==> config.mk <==
export PLATFORM = sky130hd
export DESIGN_NAME = dmem_arbiter_flat
export DESIGN_NICKNAME = d
export VERILOG_FILES = /design/src/rtl/dmem_arbiter_if.sv /design/src/rtl/dmem_arbiter.sv /design/src/flat_wrapper.sv
export SDC_FILE = /design/constraint.sdc
export NUM_CORES = 1
export LEC_CHECK = 0
export ABC_CLOCK_PERIOD_IN_PS = 4600
export CELL_PAD_IN_SITES_DETAIL_PLACEMENT = 0
export CELL_PAD_IN_SITES_GLOBAL_PLACEMENT = 1
export CORE_UTILIZATION = 27
export DETAILED_ROUTE_END_ITERATION = 10
export GPL_TIMING_DRIVEN = 0
export PLACE_DENSITY_LB_ADDON = 0.05
export SETUP_SLACK_MARGIN = 0.5
export SYNTH_ARGS = -nofsm -noshare
export SYNTH_HDL_FRONTEND = slang
export SYNTH_SLANG_ARGS = --single-unit
==> constraint.sdc <==
create_clock -name iClk -period 4.6 [get_ports iClk]
set_clock_uncertainty 0.05 [all_clocks]
set_input_delay 0.92 -clock iClk [delete_from_list [all_inputs] [get_ports iClk]]
set_output_delay 0.92 -clock iClk [all_outputs]
set_load 0.1 [all_outputs]
==> src/rtl/dmem_arbiter_if.sv <==
`timescale 1ns / 1ps
// Requester, response and memory-side signals of the data memory arbiter.
// slave: the arbiter itself; master: the requesters plus the data memory.
interface dmem_arbiter_if;
    logic [1:0]  iReqValid;
    logic [1:0]  iReqWrite;
    logic [31:0] iReqAddr0;
    logic [31:0] iReqAddr1;
    logic [31:0] iReqWData0;
    logic [31:0] iReqWData1;
    logic [2:0]  iReqFunct3_0;
    logic [2:0]  iReqFunct3_1;
    logic [1:0]  oReqReady;
    logic [1:0]  oRspValid;
    logic [1:0]  iRspReady;
    logic [31:0] oRspData;
    logic        oRspErr;
    logic [31:0] oMemAddress;
    logic [31:0] oMemWriteData;
    logic [2:0]  oMemFunct3;
    logic        oMemWrite;
    logic        oMemRead;
    logic [31:0] iMemReadData;

    modport slave (
        input  iReqValid, iReqWrite, iReqAddr0, iReqAddr1, iReqWData0, iReqWData1,
        input  iReqFunct3_0, iReqFunct3_1, iRspReady, iMemReadData,
        output oReqReady, oRspValid, oRspData, oRspErr,
        output oMemAddress, oMemWriteData, oMemFunct3, oMemWrite, oMemRead
    );

    modport master (
        output iReqValid, iReqWrite, iReqAddr0, iReqAddr1, iReqWData0, iReqWData1,
        output iReqFunct3_0, iReqFunct3_1, iRspReady, iMemReadData,
        input  oReqReady, oRspValid, oRspData, oRspErr,
        input  oMemAddress, oMemWriteData, oMemFunct3, oMemWrite, oMemRead
    );
endinterface

==> src/rtl/dmem_arbiter.sv <==
`timescale 1ns / 1ps
// Two-port data memory arbiter: grants one requester, validates the access,
// drives the memory for a single cycle and holds the response until consumed.
module dmem_arbiter #(
    parameter int unsigned MEM_BYTES  = 4096,
    parameter bit          FIXED_PRIO = 1'b0
) (
    input logic           iClk,
    input logic           iRstN,
    dmem_arbiter_if.slave bus
);

    typedef enum logic [1:0] {StIdle, StAccess, StResp} stateE;

    stateE       stateQ, stateD;

    logic [1:0]  grant;
    logic        selPort;
    logic [31:0] selAddr;
    logic [31:0] selWData;
    logic [2:0]  selFunct3;
    logic        selWrite;
    logic [2:0]  accSize;
    logic        badFunct3;
    logic        misaligned;
    logic        outOfRange;
    logic        selErr;

    logic [31:0] addrQ;
    logic [31:0] wDataQ;
    logic [2:0]  funct3Q;
    logic        writeQ;
    logic        portQ;
    logic        errQ;
    logic [31:0] rDataQ;
    // 1 = port 1 was granted last, so port 0 wins the next tie
    logic        lastGrantQ;

    // Pick the winner while idle; reset forces no grant so outputs stay 0
    always_comb begin
        grant = 2'b00;
        if (iRstN && stateQ == StIdle) begin
            case (bus.iReqValid)
                2'b01:   grant = 2'b01;
                2'b10:   grant = 2'b10;
                2'b11:   grant = (FIXED_PRIO || lastGrantQ) ? 2'b01 : 2'b10;
                default: grant = 2'b00;
            endcase
        end
    end

    // Steer the winning port's request fields
    always_comb begin
        selPort   = grant[1];
        selAddr   = selPort ? bus.iReqAddr1    : bus.iReqAddr0;
        selWData  = selPort ? bus.iReqWData1   : bus.iReqWData0;
        selFunct3 = selPort ? bus.iReqFunct3_1 : bus.iReqFunct3_0;
        selWrite  = selPort ? bus.iReqWrite[1] : bus.iReqWrite[0];
    end

    // Validate funct3, alignment and range before anything reaches memory
    always_comb begin
        case (selFunct3[1:0])
            2'b00:   accSize = 3'd1;
            2'b01:   accSize = 3'd2;
            default: accSize = 3'd4;
        endcase
        if (selWrite) begin
            badFunct3 = selFunct3[2] || (selFunct3[1:0] == 2'b11);
        end else begin
            badFunct3 = (selFunct3[1:0] == 2'b11) || (selFunct3[2] && selFunct3[1]);
        end
        misaligned = ((selFunct3[1:0] == 2'b01) && selAddr[0]) ||
                     ((selFunct3[1:0] == 2'b10) && (selAddr[1:0] != 2'b00));
        // 33-bit sum so addresses near 2^32 cannot wrap back into range
        outOfRange = ({1'b0, selAddr} + {30'b0, accSize}) > 33'(MEM_BYTES);
        selErr     = badFunct3 || misaligned || outOfRange;
    end

    // FSM state register
    always_ff @(posedge iClk or negedge iRstN) begin
        if (!iRstN) begin
            stateQ <= StIdle;
        end else begin
            stateQ <= stateD;
        end
    end

    // FSM next state and handshake / memory strobes
    always_comb begin
        stateD        = stateQ;
        bus.oReqReady = grant;
        bus.oRspValid = 2'b00;
        bus.oRspData  = 32'h0;
        bus.oRspErr   = 1'b0;
        bus.oMemWrite = 1'b0;
        bus.oMemRead  = 1'b0;
        case (stateQ)
            StIdle: begin
                if (grant != 2'b00) begin
                    stateD = StAccess;
                end
            end
            StAccess: begin
                bus.oMemWrite = !errQ && writeQ;
                bus.oMemRead  = !errQ && !writeQ;
                stateD        = StResp;
            end
            StResp: begin
                bus.oRspValid = portQ ? 2'b10 : 2'b01;
                bus.oRspData  = rDataQ;
                bus.oRspErr   = errQ;
                if (bus.iRspReady[portQ]) begin
                    stateD = StIdle;
                end
            end
            default: stateD = StIdle;
        endcase
    end

    // Request latches, response data capture and last-grant pointer
    always_ff @(posedge iClk or negedge iRstN) begin
        if (!iRstN) begin
            addrQ      <= 32'h0;
            wDataQ     <= 32'h0;
            funct3Q    <= 3'b000;
            writeQ     <= 1'b0;
            portQ      <= 1'b0;
            errQ       <= 1'b0;
            rDataQ     <= 32'h0;
            lastGrantQ <= 1'b1;
        end else begin
            if (grant != 2'b00) begin
                addrQ      <= selAddr;
                wDataQ     <= selWData;
                funct3Q    <= selFunct3;
                writeQ     <= selWrite;
                portQ      <= selPort;
                errQ       <= selErr;
                lastGrantQ <= selPort;
            end
            if (stateQ == StAccess) begin
                // Stores and rejected accesses respond with zero data
                rDataQ <= (errQ || writeQ) ? 32'h0 : bus.iMemReadData;
            end
        end
    end

    // Memory address/data/funct3 simply hold the last latched request
    assign bus.oMemAddress   = addrQ;
    assign bus.oMemWriteData = wDataQ;
    assign bus.oMemFunct3    = funct3Q;

endmodule

==> src/flat_wrapper.sv <==
// flat-port wrapper written by rule: the top's interface ports become plain ports
module dmem_arbiter_flat 
#(
    parameter int unsigned MEM_BYTES  = 4096,
    parameter bit          FIXED_PRIO = 1'b0
)
  (iClk, iRstN, bus_iReqValid, bus_iReqWrite, bus_iReqAddr0, bus_iReqAddr1, bus_iReqWData0, bus_iReqWData1, bus_iReqFunct3_0, bus_iReqFunct3_1, bus_iRspReady, bus_iMemReadData, bus_oReqReady, bus_oRspValid, bus_oRspData, bus_oRspErr, bus_oMemAddress, bus_oMemWriteData, bus_oMemFunct3, bus_oMemWrite, bus_oMemRead);
  dmem_arbiter_if bus_i ();
  input logic iClk;
  input logic iRstN;
  input wire logic [$bits(bus_i.iReqValid)-1:0] bus_iReqValid;
  input wire logic [$bits(bus_i.iReqWrite)-1:0] bus_iReqWrite;
  input wire logic [$bits(bus_i.iReqAddr0)-1:0] bus_iReqAddr0;
  input wire logic [$bits(bus_i.iReqAddr1)-1:0] bus_iReqAddr1;
  input wire logic [$bits(bus_i.iReqWData0)-1:0] bus_iReqWData0;
  input wire logic [$bits(bus_i.iReqWData1)-1:0] bus_iReqWData1;
  input wire logic [$bits(bus_i.iReqFunct3_0)-1:0] bus_iReqFunct3_0;
  input wire logic [$bits(bus_i.iReqFunct3_1)-1:0] bus_iReqFunct3_1;
  input wire logic [$bits(bus_i.iRspReady)-1:0] bus_iRspReady;
  input wire logic [$bits(bus_i.iMemReadData)-1:0] bus_iMemReadData;
  output wire logic [$bits(bus_i.oReqReady)-1:0] bus_oReqReady;
  output wire logic [$bits(bus_i.oRspValid)-1:0] bus_oRspValid;
  output wire logic [$bits(bus_i.oRspData)-1:0] bus_oRspData;
  output wire logic [$bits(bus_i.oRspErr)-1:0] bus_oRspErr;
  output wire logic [$bits(bus_i.oMemAddress)-1:0] bus_oMemAddress;
  output wire logic [$bits(bus_i.oMemWriteData)-1:0] bus_oMemWriteData;
  output wire logic [$bits(bus_i.oMemFunct3)-1:0] bus_oMemFunct3;
  output wire logic [$bits(bus_i.oMemWrite)-1:0] bus_oMemWrite;
  output wire logic [$bits(bus_i.oMemRead)-1:0] bus_oMemRead;
  assign bus_i.iReqValid = bus_iReqValid;
  assign bus_i.iReqWrite = bus_iReqWrite;
  assign bus_i.iReqAddr0 = bus_iReqAddr0;
  assign bus_i.iReqAddr1 = bus_iReqAddr1;
  assign bus_i.iReqWData0 = bus_iReqWData0;
  assign bus_i.iReqWData1 = bus_iReqWData1;
  assign bus_i.iReqFunct3_0 = bus_iReqFunct3_0;
  assign bus_i.iReqFunct3_1 = bus_iReqFunct3_1;
  assign bus_i.iRspReady = bus_iRspReady;
  assign bus_i.iMemReadData = bus_iMemReadData;
  assign bus_oReqReady = bus_i.oReqReady;
  assign bus_oRspValid = bus_i.oRspValid;
  assign bus_oRspData = bus_i.oRspData;
  assign bus_oRspErr = bus_i.oRspErr;
  assign bus_oMemAddress = bus_i.oMemAddress;
  assign bus_oMemWriteData = bus_i.oMemWriteData;
  assign bus_oMemFunct3 = bus_i.oMemFunct3;
  assign bus_oMemWrite = bus_i.oMemWrite;
  assign bus_oMemRead = bus_i.oMemRead;
  dmem_arbiter #(.MEM_BYTES(MEM_BYTES), .FIXED_PRIO(FIXED_PRIO)) u_core (.iClk(iClk), .iRstN(iRstN), .bus(bus_i));
endmodule
==> results of run 1 <==
==> layout make-up <==
type	instances	area (sq um)
Antenna cell	1	2.50
Sequential cell	105	2630
Buffer	46	322
Clock buffer	9	225
Fill cell	2181	11700
Clock inverter	7	80.1
Timing Repair Buffer	321	3230
Tap cell	280	350
Inverter	7	31.3
Multi-Input combinational cell	576	3480
==> kinds of logic (layout without fill, tap and decap cells) <==
kind of cell	count (synthesis)	after routing	synth area share, %
flops	105	105	42.6
buf+inv	53	390	3.67
xor+xnor	24	24	3.41
other cells	0	1	0
simple gates	365	365	27.6
mux	18	18	3.02
compound gates	165	165	18.8
fa+ha+maj	4	4	0.934
==> metal layers <==
metal / vias to the layer above / track usage, % / wire length (um)
li1: 3288 / - / -
met1: 3242 / 30.9 / 12100
met2: 226 / 33.8 / 11200
met3: 22 / 4.56 / 1620
met4: 0 / 6.54 / 447
met5: - / 0 / 0
==> sequential cells by signal, indices dropped and copies added (netlist names) <==
name / count
u_core.errQ: 1
u_core.bus.oMemFunct3: 3
u_core.stateQ: 2
u_core.portQ: 1
u_core.rDataQ: 32
u_core.bus.oMemAddress: 32
u_core.lastGrantQ: 1
u_core.writeQ: 1
u_core.bus.oMemWriteData: 32
==> metrics by stage <==
| step | util [%] | power, uW | setup slack, ns | std cells |
|---|---|---|---|---|
| after floorplan | - | 4540 | 0.196 | 734 |
| after global placement | 42.6 | 5730 | -5.71 | 1293 |
| after detailed placement | 42.7 | 5730 | -1.71 | 1294 |
| after CTS | 45.7 | 6660 | 0.207 | 1330 |
| after global routing | 46.9 | 6980 | 0.178 | 1352 |
| final | 46.9 | 6680 | 0.312 | 1352 |
==> worst max path at each step <==
stage                      from     endpoint  slack (ns)  cells past startpoint
6_report                  iRstN  u_core.errQ        0.31                     19
5_1_grt                   iRstN  u_core.errQ        0.18                     19
4_1_cts        bus_iReqValid[1]  u_core.errQ        0.21                     19
3_5_place_dp              iRstN  u_core.errQ       -1.71                     19
3_3_place_gp              iRstN  u_core.errQ       -5.71                     18
2_1_floorplan             iRstN  u_core.errQ        0.20                     17
==> critical path, cell delays in order <==
cell and delay [ns]:
buf_16 0.08, buf_16 0.10, nor3b_4 0.24, nand2_4 0.10
clkbuf_16 0.16, buf_12 0.12, buf_12 0.12, clkbuf_16 0.14
nand2_4 0.07, a21oi_4 0.06, fa_2 0.42, a21oi_4 0.24
a211oi_4 0.09, o22ai_2 0.24, a211oi_2 0.09, a2111oi_2 0.31
or4b_4 0.52, nor4_4 0.29, a31oi_2 0.13
==> what timing repair did <==
| action | in CTS | in global routing |
|---|---|---|
| pin swaps | 12 | 14 |
| gates resized for setup | 31 | 26 |
| buffers inserted | 16 | 21 |
| cloned | 4 | 0 |
| setup endpoints to repair | 4 | 2 |
==> layout by cell type, fill, tap and decap left out, drive strengths merged, types with 2 or more instances in the layout <==
cell type        n
nand2          155
xor2            14
buf             48
and2            35
o2111ai          2
o21bai           2
dfrtp          104
o31a             2
nand2b           3
xnor2           10
nor4             6
mux2             5
a21oi           18
o31ai            4
bufbuf           4
or3              8
nor3b            2
o311ai           3
nand3           20
a22o            32
mux2i           13
nor3            14
clkbuf          49
nor2            89
a211oi           5
clkinv           4
ha               3
a22oi            2
and3             8
o21ai           17
nand4           16
clkdlybuf4s50  273
a21o             2
and4             3
inv              9
a31oi           62
==> power by group through the flow <==
stage	clock network [uW]	logic (uW)	registers, uW
after floorplan	0	895	3650
after global routing	879	4610	1490
after CTS	845	4370	1450
after global placement	0	4280	1450
after detailed placement	0	4280	1460
final	816	4420	1450
==> qor.yml, run 1 <==
arrival_ns: 4.47
hp-class: "in2async"
cts.sinks: 105
route.detailed.drc: 0
drt_wl_total_mm: 25.4
synth_top_area_share_pct: 42.2
switchingPower_uw: 3890
relSlewSlack_pct: 29.7
drt_first_pass_iters: 4
synth_most_common_cell: "nand2_1"
p_leak_uw: 0.00430
antenna_found_initial: 1
hold_viol_final: 0
cts_made_buffers: 9
final_nets: 1244
vias: 6778
cp-end-kind: "register"
gp_congestion: 0.841
required_ns: 4.78
ys_warn_count: 0
dp_hpwl_mm: 18.5
path_clk_slew_ns: 0.09
pin_count: 280
drv_slew: 0
path_class: "in2reg"
placed_area_sq_mm: 0.00943
synth_cells: 734
grt_use_total_pct: 22.0
grt_max_degree: 44
combPwrFrac_pct: 66.1
syn_nets: 912
peakVddDrop_mv: 0.396
reg2reg_to: "u_core.errQ"
ys_seq_elements: 105
crit-reg2reg-launch: "u_core.stateQ[0]"
seq_power_share_pct: 21.7
dieArea_sq_mm: 0.0234
cts_buffer_depth: 2
fmax_mhz: 233
fin_crit_ns: 4.29
drive_gt1_share_pct: 10.7
overflow: 0
max_cap_viol_count: 0
synth_area_leaders: "dfrtp_1 42%, nand2_1 9.4%, a31oi_1 6.3%"
drtIter0Drc: 326
finalSetupTns_ns: 0
io_buffers: 279
clockRootBuffer: "clkbuf_16"
synthArstFlopShare_pct: 100
syn_to_final_growth_pct: 68.0
routedWlPerCell_um: 18.8
ant_nets: 0
synth_common_cells: "154 x nand2_1, 104 x dfrtp_1, 89 x nor2_1"
reg2reg_slack_ns: 0.57
switching_share_pct: 58.3
worst_hold_slack_ns: 0.424
synth_edf_count: 0
setup_viol: 0
reg2regPathDepth: 17
grt_pass1_wl_mm: 40.0
ys_types: 68
tightest_slew_ns: 1.05
critPathLaunchType: "primary input"
design_area_sq_mm: 0.0104
core_area_sq_mm: 0.0221
min_period_over_period_pct: 93.2
power_density_mw_per_mm2: 646
tritoncts: "done"
synth-main-ff-cell: "dfrtp_1"
die_w_um: 153
avgViaCountPerCell: 5.01
critPathMaxFanout: 6
yosysSeqAreaShare_pct: 42.6
rsz0062_at_grt: "yes"
grt_pass1_vias: 6803
die_y_um: 153
synth_area_sq_mm: 0.00616
synth_area_leader_cell: "dfrtp_1"
cts_max_level: 3
clock_latency_ns: 0.36
initial_core_util_pct: 27.9
postCtsHoldBufs: 0
internal_power_uw: 2790
clockPowerShare_pct: 12.2
status: "finished, final reports clean"
synth.avg_cell_area_sq_um: 8.40
rows: 54
Power figures use the tool's default switching activity.
==> run 2, diff against run 1 <==
Settings changed: ABC_AREA set to 1, CTS_BUF_LIST set to sky130_fd_sc_hd__clkbuf_8, GPL_TIMING_DRIVEN 0 to not set.
==> qor.yml, run 2 <==
arrival_ns: 3.96
routedWlPerCell_um: 15.6
io_buffers: 279
ys_seq_elements: 105
overflow: 0
slowest_stage: "clkdlybuf4s50_1"
gp_congestion: 0.849
p_leak_uw: 0.00434
synth_edf_count: 0
clockRootBuffer: "clkbuf_8"
drt_wl_total_mm: 23.6
internal_power_uw: 2430
drt_first_pass_iters: 4
die_y_um: 155
min_period_over_period_pct: 80.6
clock_latency_ns: 0.39
final_nets: 1369
cts_made_buffers: 9
n_fill_cell: 2434
avgViaCountPerCell: 4.41
synth_common_cells: "278 x nand2_1, 133 x nor2_1, 114 x o21ai_0"
hold_viol_final: 0
layout_common_cells: "278 x nand2_1, 239 x clkdlybuf4s50_1, 130 x nor2_1"
combPwrFrac_pct: 67.5
tightest_slew_ns: 1.03
switching_share_pct: 61.0
cpMostUsedCell: "nand2_1"
cp_slowest_stage_delay_ns: 0.47
instances_no_fill: 1509
fin_crit_ns: 3.71
syn_nets: 1101
synth_area_leader_cell: "dfrtp_1"
seq_power_share_pct: 22.7
synth_most_common_cell: "nand2_1"
antennaDiodeCount: 0
dieArea_sq_mm: 0.0241
cts_buffer_depth: 2
worst_hold_slack_ns: 0.438
status: "finished, final reports clean"
final_common_cell: "nand2_1"
postCtsHoldBufs: 0
ant_nets: 0
synthArstFlopShare_pct: 100
synth_area_sq_mm: 0.00634
synth.avg_cell_area_sq_um: 6.87
place_inst: 1492
yosysSeqAreaShare_pct: 41.4
vias: 6650
finalSetupTns_ns: 0
fmax_mhz: 270
cp_top_family: "simple AND/OR/NAND/NOR gates"
path_buf_inv: 3
initial_core_util_pct: 27.8
synth_area_leaders: "dfrtp_1 41%, nand2_1 16%, o21ai_0 9.0%"
die_w_um: 155
hp-class: "reg2reg"
power_density_mw_per_mm2: 649
antenna_found_initial: 0
path_class: "in2reg"
pin_count: 280
grt_max_degree: 61
cts.sinks: 105
required_ns: 4.85
drv_slew: 0
syn_to_final_growth_pct: 51.1
cp-end-kind: "register"
critPathLaunchType: "primary input"
cts_max_level: 3
tritoncts: "done"
peakVddDrop_mv: 0.452
core_area_sq_mm: 0.0228
drive_gt1_share_pct: 10.5
rsz0062_at_grt: "no"
critPathMaxFanout: 21
ys_types: 34
grt_pass1_wl_mm: 36.4
switchingPower_uw: 3800
synth-main-ff-cell: "dfrtp_1"
path_clk_slew_ns: 0.13
synth_cells: 923
clockPowerShare_pct: 9.8
cp_cell_sequence: "clkdlybuf4s50_1, nand2_1, nand2_4, inv_2, nand2_8, nand2_1, nand2_1, nor2_1, ha_1, nand3_1, nand3_1, nand2_1, nor2_2, nand2_1, nor2_4, nand2_1, nand2_1, nand2_1, inv_1, nand3_1, nor2_1, nand3_1, nor2_1, nor2_1"
max_cap_viol_count: 0
relSlewSlack_pct: 31.0
setup_viol: 0
route.detailed.drc: 0
rows: 55
grt_use_total_pct: 19.5
dp_hpwl_mm: 17.8
grt_pass1_vias: 6332
synth_top_area_share_pct: 41.0
drtIter0Drc: 374
ys_warn_count: 0
-- run 2: stage by stage --
step / total power (uW) / instance area (sq um) / utilization [%] / setup slack, ns
detailed placement: 5660 / 9370 / 41.0 / 0.334
floorplan: 4510 / 6350 / - / 0.684
finish: 6230 / 9590 / 42.0 / 0.892
global placement: 5660 / 9370 / 41.0 / 0.377
global route: 6550 / 9590 / 42.0 / 0.559
CTS: 6290 / 9570 / 41.9 / 0.753
-- run 2: worst reg2reg max path, cell delays in order, from the launching register on --
cell and delay (ns):
dfstp_2 0.56, nand2_1 0.08, nand2_4 0.14, inv_2 0.10
nand2_8 0.16, nand2_1 0.09, nand2_1 0.16, nor2_1 0.11
ha_1 0.28, nand3_1 0.06, nand3_1 0.11, nand2_1 0.09
nor2_2 0.21, nand2_1 0.16, nor2_4 0.22, nand2_1 0.07
nand2_1 0.06, nand2_1 0.04, inv_1 0.05, nand3_1 0.07
nor2_1 0.10, nand3_1 0.08, nor2_1 0.09, nor2_1 0.04
-- run 2: cell type report --
cell class              count  area, sq um  area share (%)
repair buffers            295         2840            29.6
clock inverters             6         56.3           0.587
inverters                 102          383            3.99
flip-flops and latches    105         2630            27.4
well taps                 313          392            4.09
clock buffers              10          138            1.44
multi-input cells         678         3150            32.8
-- run 2: cell families (layout without fill, tap and decap cells) --
family,Yosys count,in the layout,synth area share (%)
buffers and inverters,140,413,9.31
adder cells (fa/ha/maj),4,4,0.907
AO/OA/AOI/OAI,166,166,13.7
AND/OR/NAND/NOR,501,501,33.7
XOR/XNOR,7,7,0.966
flip-flops,105,105,41.4
-- run 2: path summary, 6_finish.rpt --
path / to / slack, ns / start / cells past startpoint
worst max-delay path: u_core.errQ / 0.89 / bus_iReqValid[0] / 24
worst min-delay path: u_core.lastGrantQ / 0.44 / u_core.lastGrantQ / 2
worst max register to register: u_core.errQ / 1.36 / u_core.lastGrantQ / 23
worst min register to register: u_core.lastGrantQ / 0.44 / u_core.lastGrantQ / 2
max in group asynchronous: u_core.bus.oMemAddress[23] / 2.60 / iRstN / 3
min in group asynchronous: u_core.rDataQ[14] / 0.61 / iRstN / 2
-- run 2: metal layers --
metal,wire (um),GRT usage [%],vias to the layer above
li1,-,-,3423
met1,10900,25.5,3031
met2,11200,33.2,176
met3,1100,3.45,20
met4,362,4.72,0
met5,0,0,-
-- run 2: power by group through the flow --
stage | clock, uW | combinational [uW] | sequential [uW]
2_1_floorplan | 0 | 964 | 3540
3_3_place_gp | 0 | 4230 | 1430
3_5_place_dp | 0 | 4230 | 1430
4_1_cts | 641 | 4240 | 1420
5_1_grt | 676 | 4420 | 1460
6_report | 611 | 4200 | 1410
-- run 2: repair_timing --
| action | in CTS | in global routing |
|---|---|---|
| resized for setup | 0 | 2 |
| buffers inserted | 0 | 1 |
| endpoints found under the setup margin | 0 | 1 |
==> run 3, diff against run 2 <==
Settings changed: ABC_CLOCK_PERIOD_IN_PS 4600 to 3700, CORE_UTILIZATION 27 to 30.
Clock period 4.6 ns to 3.7 ns, I/O delays scaled along.
==> qor.yml, run 3 (synthesized netlist as in run 2, its figures left out) <==
relSlewSlack_pct: 29.4
dieArea_sq_mm: 0.0217
arrival_ns: 3.26
grt_pass1_vias: 6381
min_period_over_period_pct: 81.7
clockRootBuffer: "clkbuf_8"
die_y_um: 147
layout_common_cells: "268 x nand2_1, 234 x clkdlybuf4s50_1, 128 x nor2_1"
worst_hold_slack_ns: 0.368
seq_area_sq_mm: 0.00263
max_cap_viol_count: 0
cp_slowest_stage_delay_ns: 0.36
route.detailed.drc: 0
peakVddDrop_mv: 0.708
fin_crit_ns: 3.02
drive_gt1_share_pct: 14.4
tightest_slew_ns: 1.06
path_class: "in2reg"
hp-class: "in2async"
grt_util_met3_pct: 3.46
gp_congestion: 0.835
grt_use_total_pct: 20.9
cts.sinks: 105
rsz0062_at_grt: "no"
clock_latency_ns: 0.38
cpMostUsedCell: "nor2_1"
path_clk_slew_ns: 0.11
busiest_layer: "met2"
overflow: 0
finalSetupTns_ns: 0
syn_to_final_growth_pct: 55.8
p_leak_uw: 0.00453
setup_viol: 0
grt_max_degree: 97
seq_power_share_pct: 22.6
power_uw: 7820
antenna_found_initial: 0
pin_count: 280
ant_nets: 0
cts_buffer_depth: 2
vias: 6726
dp_hpwl_mm: 17.4
final_nets: 1398
cts_made_buffers: 9
slowest_stage: "fa_2"
status: "finished, final reports clean"
critPathLaunchType: "primary input"
drt_wl_total_mm: 22.5
core_area_sq_mm: 0.0205
final_common_cell: "nand2_1"
gr-usage-met1_pct: 28.4
power_density_mw_per_mm2: 791
avgViaCountPerCell: 4.50
n_fill_cell: 2121
grt_pass1_wl_mm: 35.5
combPwrFrac_pct: 68.2
hold_viol_final: 0
rows: 52
routedWlPerCell_um: 15.1
clockPowerShare_pct: 9.2
switchingPower_uw: 4740
drtIter0Drc: 248
cts_max_level: 3
internal_power_uw: 3080
cp-end-kind: "register"
die_w_um: 147
switching_share_pct: 60.6
cp_cell_sequence: "dlygate4sd2_1, nand2_8, nor2_8, nand2_2, o21ai_2, nor2_2, ha_4, fa_2, a21oi_1, inv_1, nand2_2, nor2_4, nand2_1, nand2_1, nand2_1, nand3_1, nor2_1, nor2_1, nor2_1, nand3_1, nor2_1, nor2_1"
drv_slew: 0
fmax_mhz: 331
cts_setup_buffers: 0
antennaDiodeCount: 0
use_met2_pct: 35.0
multi_input_area_sq_mm: 0.00328
initial_core_util_pct: 31.0
io_buffers: 279
tritoncts: "done"
required_ns: 3.94
critPathMaxFanout: 7
drt_first_pass_iters: 4
## run 3: final timing paths
kind                                                endpoint  slack, ns                         start  depth (start not counted)
worst max-delay path                             u_core.errQ       0.68              bus_iReqValid[1]                         22
worst min register to register  u_core.bus.oMemWriteData[10]       0.44  u_core.bus.oMemWriteData[10]                          2
worst min-delay path               u_core.bus.oMemAddress[3]       0.37                         iRstN                          2
worst max register to register                   u_core.errQ       0.72             u_core.lastGrantQ                         23
min in group iClk               u_core.bus.oMemWriteData[10]       0.44  u_core.bus.oMemWriteData[10]                          2
max in group asynchronous                       u_core.portQ       2.23                         iRstN                          3
## run 3: area by class of cell
type,instances,share of cell area [%]
clock buffers,9,1.25
clock inverters,7,0.645
inverters,102,3.90
multi-input cells,678,33.2
flip-flops and latches,105,26.6
well taps,270,3.42
repair buffers,324,31.0
## run 3: metrics by stage
step | utilization [%] | cells | area [sq um] | setup slack (ns)
6_report | 48.2 | 1495 | 9890 | 0.676
5_1_grt | 48.2 | 1495 | 9890 | 0.496
4_1_cts | 48.1 | 1495 | 9850 | 0.681
3_5_place_dp | 47.2 | 1479 | 9670 | 0.0147
3_3_place_gp | 47.2 | 1479 | 9670 | 0.0362
2_1_floorplan | - | 923 | 6500 | 0.504
## run 3: power by group through the flow
stage	Clock, uW	Combinational (uW)	Sequential (uW)
floorplan	0	1260	4410
detailed placement	0	5370	1790
global route	792	5610	1820
global placement	0	5360	1780
finish	718	5330	1770
CTS	752	5370	1770
## run 3: repair_timing
item,in CTS,in global routing
setup endpoints to repair,1,1
hold buffers,0,0
pin swaps,0,4
endpoints found under the hold margin,0,0
resized for setup,2,8
## run 3: critical path, delay by kind of cell
kind,cells,cell delay (ns)
buf+inv,2,0.37
simple gates,16,1.37
fa+ha+maj,2,0.52
compound gates,2,0.21
## run 3: routing by layer
metal  up-vias  part of all wire, %
met5         -                    0
met4         0                 0.66
met3         7                  4.7
met2       156                   47
met1      3089                   47
li1       3474                    -
